## config.mk

```make
export PLATFORM = sky130hd
export DESIGN_NAME = omux_rr_arbiter
export DESIGN_NICKNAME = d
export VERILOG_FILES = /design/src/rtl/omux_rr_arbiter.sv
export SDC_FILE = /design/constraint.sdc
export NUM_CORES = 1
export LEC_CHECK = 0
export ABC_CLOCK_PERIOD_IN_PS = 1700
export CORE_ASPECT_RATIO = 1.25
export CORE_MARGIN = 1.5
export CORE_UTILIZATION = 46
export CTS_CLUSTER_DIAMETER = 40
export DETAILED_ROUTE_END_ITERATION = 7
export PLACE_DENSITY = 0.76
export REMOVE_ABC_BUFFERS = 1
export SLEW_MARGIN = 20
export SYNTH_ARGS = -nofsm -noshare
export SYNTH_HDL_FRONTEND = slang
export SYNTH_SLANG_ARGS = --single-unit
```

## constraint.sdc

```tcl
create_clock -name clk_i -period 1.7 [get_ports clk_i]
set_input_delay 0.425 -clock clk_i [delete_from_list [all_inputs] [get_ports clk_i]]
set_output_delay 0.425 -clock clk_i [all_outputs]
set_load 0.02 [all_outputs]
```

## src/rtl/omux_rr_arbiter.sv

```systemverilog
// Round-robin arbiter that grants one internal writer at a time onto the shared
// outgoing byte path, holding each captured byte until the host side acks it.
module omux_rr_arbiter #(
  parameter int N_SRCS    = 2,
  parameter int MAX_BURST = 64
) (
  input  logic              clk_i,
  input  logic              reset_i,
  input  logic [7:0]        omux_data_i,
  input  logic [N_SRCS-1:0] omux_req_i,
  output logic [N_SRCS-1:0] omux_sel_o,
  output logic [7:0]        out_o,
  output logic              out_req_o,
  input  logic              out_ack_i,
  output logic              busy_o,
  output logic [31:0]       byte_count_o
);

  localparam int SRC_W = (N_SRCS > 1) ? $clog2(N_SRCS) : 1;
  localparam int BURST_W = (MAX_BURST == 0) ? 1 : $clog2(MAX_BURST + 1);
  localparam logic [BURST_W-1:0] BURST_LIMIT = BURST_W'(MAX_BURST);
  localparam logic [SRC_W-1:0] LAST_SRC = SRC_W'(N_SRCS - 1);

  typedef enum logic [1:0] {
    IDLE,
    SEL,
    SEND
  } state_t;

  state_t             state, state_next;
  logic [SRC_W-1:0]   cur, cur_next;
  logic [SRC_W-1:0]   last_grant, last_grant_next;
  logic [SRC_W-1:0]   rr_pick;
  logic [BURST_W-1:0] burst_cnt, burst_cnt_next;
  logic [7:0]         out_next;
  logic [31:0]        count_next;
  logic               req_cur;
  logic               burst_done;
  logic               rr_found;

  assign req_cur = omux_req_i[cur];
  assign burst_done = (MAX_BURST != 0) && (burst_cnt == BURST_LIMIT);

  // Scan starts one past the previous grant so every writer gets its turn.
  always_comb begin
    rr_pick  = last_grant;
    rr_found = 1'b0;
    for (int i = 1; i <= N_SRCS; i++) begin
      if (!rr_found && omux_req_i[(int'(last_grant) + i) % N_SRCS]) begin
        rr_pick  = SRC_W'((int'(last_grant) + i) % N_SRCS);
        rr_found = 1'b1;
      end
    end
  end

  always_comb begin
    state_next      = state;
    cur_next        = cur;
    last_grant_next = last_grant;
    burst_cnt_next  = burst_cnt;
    out_next        = out_o;
    count_next      = byte_count_o;
    omux_sel_o      = '0;
    out_req_o       = 1'b0;
    busy_o          = (state != IDLE);

    case (state)
      IDLE: begin
        if (omux_req_i != '0) begin
          cur_next       = rr_pick;
          burst_cnt_next = '0;
          state_next     = SEL;
        end
      end
      SEL: begin
        if (req_cur) begin
          omux_sel_o     = N_SRCS'(1) << cur;
          out_next       = omux_data_i;
          burst_cnt_next = burst_cnt + 1'b1;
          state_next     = SEND;
        end else begin
          last_grant_next = cur;
          state_next      = IDLE;
        end
      end
      SEND: begin
        out_req_o = 1'b1;
        if (out_ack_i) begin
          count_next = byte_count_o + 32'd1;
          if (burst_done || !req_cur) begin
            last_grant_next = cur;
            state_next      = IDLE;
          end else begin
            state_next = SEL;
          end
        end
      end
      default: state_next = IDLE;
    endcase
  end

  always_ff @(posedge clk_i) begin
    if (reset_i) begin
      state        <= IDLE;
      cur          <= '0;
      last_grant   <= LAST_SRC;
      burst_cnt    <= '0;
      out_o        <= 8'h00;
      byte_count_o <= 32'd0;
    end else begin
      state        <= state_next;
      cur          <= cur_next;
      last_grant   <= last_grant_next;
      burst_cnt    <= burst_cnt_next;
      out_o        <= out_next;
      byte_count_o <= count_next;
    end
  end

endmodule

```

## After elaboration in Yosys (flattened, before gate mapping)

Cells that the tools add are included.

| word-level totals | value |
|---|---|
| bits in registers | 51 |
| input bits | 13 |
| word-level logic and storage cells | 65 |

| operators by class | value |
|---|---|
| add/subtract/negate cells | 4 |
| $lt $le $gt $ge | 3 |
| equality and inequality tests | 8 |
| shifts and indexed selects | 1 |
| mux-type cells | 26 |
| bitwise logic cells | 2 |
| reduce and logical (&&, ||, !) cells | 15 |

Operators with widths:

| operator | count |
|---|---|
| adder 32 x 1 -> 32 bit, second input constant | 1 |
| 2-to-1 mux 1 bit | 16 |
| 2-to-1 mux 7 bit | 2 |
| one-hot mux 7 bit (2 select lines) | 1 |
| 2-to-1 mux 2 bit | 5 |
| inequality test 2 bit, second input constant | 5 |
| AND reduction 2 bit | 4 |
| nonzero test 2 bit | 4 |
| adder 7 x 1 -> 7 bit, second input constant | 1 |
| equality test 7 bit, second input constant | 1 |
| < comparator 2 x 3 -> 1 bit, second input constant | 2 |
| one-hot mux 2 bit (3 select lines) | 1 |
| AND reduction 4 bit | 1 |
| AND reduction 3 bit | 1 |
| adder 1 bit, second input constant | 2 |
| AND 1 bit, first input constant | 2 |
| equality test 2 x 1 -> 1 bit, second input constant | 1 |
| equality test 2 bit, second input constant | 1 |
| zero test 1 bit | 2 |
| zero test 2 bit | 1 |
| < comparator 1 x 2 -> 1 bit, second input constant | 1 |
| one-hot mux 1 bit (2 select lines) | 1 |
| left shift 1 x 1 -> 2 bit, first input constant | 1 |
| logical AND 1 bit | 1 |
| logical OR 1 bit | 1 |

## Longest topological paths before layout

| depth | value |
|---|---|
| word-level depth | 9 |
| mapped depth | 7 |
| depth with buffers taken out | 5 |

## Worst setup path after synthesis

No wires, ideal clock.

| timing path | value |
|---|---|
| kind | flip-flop to flip-flop |
| from | register byte_count_o[0] |
| to | register byte_count_o[28] |
| setup time | 123 ps |
| arrival | 1845 ps |
| required time | 1577 ps |
| path slack | -268 ps |
| cell stages (with the launch flop) | 8 |
| clock period less this slack | 1968 ps |
| cell sequence | dfxtp_1 -> ha_1 -> nand3_2 -> or2_1 -> buf_2 -> buf_6 -> nor4_4 -> mux2_1 |

| between the ends | value |
|---|---|
| word-level cells in the longest chain between the ends | 1 |

RTL lines:

| what | RTL line | source |
|---|---|---|
| start: declaration | 16 | `output logic [31:0] byte_count_o` |
| start signal: assignment | 116 | `byte_count_o <= count_next;` |
| adder 32 x 1 -> 32 bit | 89 | `count_next = byte_count_o + 32'd1;` |

No other way between the ends.
A chain may end at the register's enable or synchronous reset.

## Final worst setup path

| timing path | value |
|---|---|
| from | register byte_count_o[1] |
| to | register byte_count_o[12] |

The elaborated chain is that of the path after synthesis.

==> key figures <==
Final layout
  – P&R area growth vs syn: 50.1%
  – Layout fillers: 428
  – Most frequent cells in the layout: dfxtp_1 (43), buf_4 (43), nor2_1 (41), dlygate4sd2_1 (32)
  – Number of diodes: 0
  – Final instance area: 4050 um^2
  – Layout cell share with drive strength beyond 1: 30.3%
  – Layout Nets: 411
  – Fin util: 70.5%

Place
  – Port Buffer Count: 56
  – GP Congestion: 0.839
  – DP Worst Slack: -0.605 ns
  – Area of placed instances: 3620 um^2
  – Hpwl dp: 4520 um

Run status
  – Failing checks: negative setup slack
  – Outcome: complete, but fails checks

Worst setup path
  – CP max-delay cell: or3_1
  – Top Family by Delay on Critical Path: simple AND/OR/NAND/NOR gates
  – Worst path cell trace: ha_4 > nand3_2 > or2_4 > buf_16 > buf_4 > or3_1 > a21oi_2
  – Critical path startpoint category: flip-flop
  – CP max FO: 6
  – Max incr delay on CP: 0.37 ns
  – Crit. End Element: flip-flop
  – Crit path DAT: 1.97 ns
  – Setup CP Type: reg -> reg
  – WP data required: 1.93 ns
  – Buf/Inv on CP: 2

Yosys
  – Yosys warns: 0
  – Post-synthesis sequential area ratio: 37.8%
  – Gate Count Post-Synth: 293
  – Asr flop ratio synth: 0%
  – Post-Synthesis Cell Area: 2700 um^2
  – Seq cells post-synth: 51
  – Netlist cell types: 50
  – Post-synth EDFFs: 0
  – Top_reg_cell synth: dfxtp_1
  – Mapped Avg Cell Area: 9.21 um^2

GRT
  – GRT overflow: 0
  – GR Util met3: 4.21%
  – Gr busiest metal: met2
  – Gr usage total: 22.3%
  – M2 GR Usage: 41.7%
  – Initial antenna violation count: 0
  – First-pass GRT wire length: 11300 um
  – Largest net degree at the start of global routing: 33
  – Number of global-route vias before repair: 2435
  – Met1 Resource Use GR: 25.5%

CTS
  – CTS tree: built
  – Max Buffers Root-to-Sink: 2
  – CTS buffer count: 5
  – Clock Pin Slew Worst Setup and Hold Paths: 0.09 ns
  – Clock Sinks: 51
  – Root buf cell: clkbuf_8
  – H-tree Lvls: 2
  – Hold buffer count at cts: 0
  – Clock Latency Late Sink: 0.30 ns

Worst hold path
  – Hold Path Class: reg -> reg

Timing
  – Top achievable clock speed: 0.575 GHz
  – Worst-Margin Slew: 0.399 ns
  – Worst setup margin: -0.0381 ns
  – Final Hold Vio Count: 0
  – RSZ-0062 raised after global routing: yes
  – Max-slew violations: 0
  – Final Cycle Share: 102%
  – Clock Skew: 0.00952 ns
  – Period minus WS final: 1.74 ns
  – Final setup violation count: 2
  – Final hold slack: 0.497 ns
  – Slew headroom: 73.1%

Drt
  – Wire per inst: 15.0 um
  – Antenna Nets Post-Route: 0
  – Vias after detailed routing: 2477
  – Drc violations: 0
  – WL final: 6940 um
  – Vias per inst: 5.36
  – First-pass DRT Iterations: 6
  – First DRT Iteration DRCs: 141

Power
  – Max IR drop VDD: 0.537 mV
  – Cell Pwr Density: 540 nW/um^2
  – P_leak: 2.00 nW
  – Tot Pwr: 0.00219 W

Floorplanning
  – Core Rows: 31
  – Core area: 5740 um^2
  – Die Width: 71.5 um
  – Die height: 88.6 um
  – Boundary pin count: 57
  – Overall die area: 6340 um^2
  – Initial core utilization: 47.0%

Job
  – Maxcap violations: 0
==> timing repair <==
item / CTS / global route
setup buffers: 5 / 2
pin swaps: 15 / 13
gates cloned: 1 / 1
endpoints found under the setup margin: 61 / 40
endpoints found under the hold margin: 0 / 0
resized for setup: 81 / 33
==> metal layers <==
metal,vias up,wire (um)
li1,1234,-
met1,1180,2730
met2,48,3850
met3,15,200
met4,0,153
met5,-,0
==> where the power goes <==
group | switching (W) | internal, W | leakage [nW]
clock network | 0.000379 | 0.000290 | 0.0422
logic | 0.000148 | 0.000140 | 1.54
registers | 0.0000181 | 0.00121 | 0.416
==> stage by stage <==
stage	instances	TNS, ns
after floorplan	278	-7.13
after global placement	445	-15.41
after detailed placement	445	-17.33
after CTS	459	-0.0709
after global routing	462	-0.204
final	462	-0.0528
==> final timing paths <==
check	to	cells past startpoint	slack, ns	startpoint
max	byte_count_o[12]	7	-0.04	byte_count_o[1]
min	out_o[3]	2	0.50	out_o[3]
max reg2reg	byte_count_o[12]	7	-0.04	byte_count_o[1]
min reg2reg	out_o[3]	2	0.50	out_o[3]
==> registers in the layout, summed over array words and instances (netlist names) <==
| register | flops |
|---|---|
| burst_cnt | 7 |
| out_o | 8 |
| byte_count_o | 32 |
| cur | 1 |
| state | 2 |
| last_grant | 1 |
==> cells by family after synthesis <==
kind of cell    after synthesis  synth area share (%)
simple gates                142                  32.3
flops                        51                  37.8
compound gates               30                  8.30
buf+inv                      27                  5.10
mux                          25                  10.2
xor+xnor                     15                  4.87
fa+ha+maj                     3                  1.39
==> Yosys cell counts, types with 2 or more instances <==
library cell,number,area (um^2)
nor2b_1,17,106
mux2i_1,8,80.1
nor3_1,2,10.0
nor4_4,2,42.5
a21oi_1,10,50.1
nor4_2,8,100
nand4_1,3,18.8
nor3b_1,2,15.0
nor4_1,5,31.3
dfxtp_1,51,1020
a2111oi_2,4,60.1
or3_1,2,12.5
mux2_1,14,158
o21a_1,2,15.0
buf_4,3,22.5
inv_1,12,45.0
buf_2,2,10.0
clkbuf_1,5,18.8
nor2_1,42,158
buf_1,2,7.51
mux2_2,2,22.5
buf_6,3,33.8
o31ai_1,4,30.0
and4_1,6,52.6
xor2_1,6,52.6
xnor2_1,9,78.8
nand2_1,17,63.8
nand2b_1,3,18.8
nand3_1,14,70.1
ha_1,3,37.5
o21ai_0,4,20.0
or4_1,4,30.0
and3_1,5,31.3
==> worst min-delay path, cell delays in order (launching register included) <==
cell and delay [ns]:
dfxtp_1 0.33, mux2i_1 0.06, nor2_1 0.08
==> area by class of cell <==
type	instances	area, um^2	share of cell area (%)
Multi-Input combinational cell	216	1780	43.9
Clock inverter	1	5.00	0.124
Timing Repair Buffer	109	1020	25.3
Inverter	12	45.0	1.11
Tap cell	66	82.6	2.04
Sequential cell	51	1040	25.6
Clock buffer	7	76.3	1.89
No activity file was read; power rests on OpenSTA's default activity.
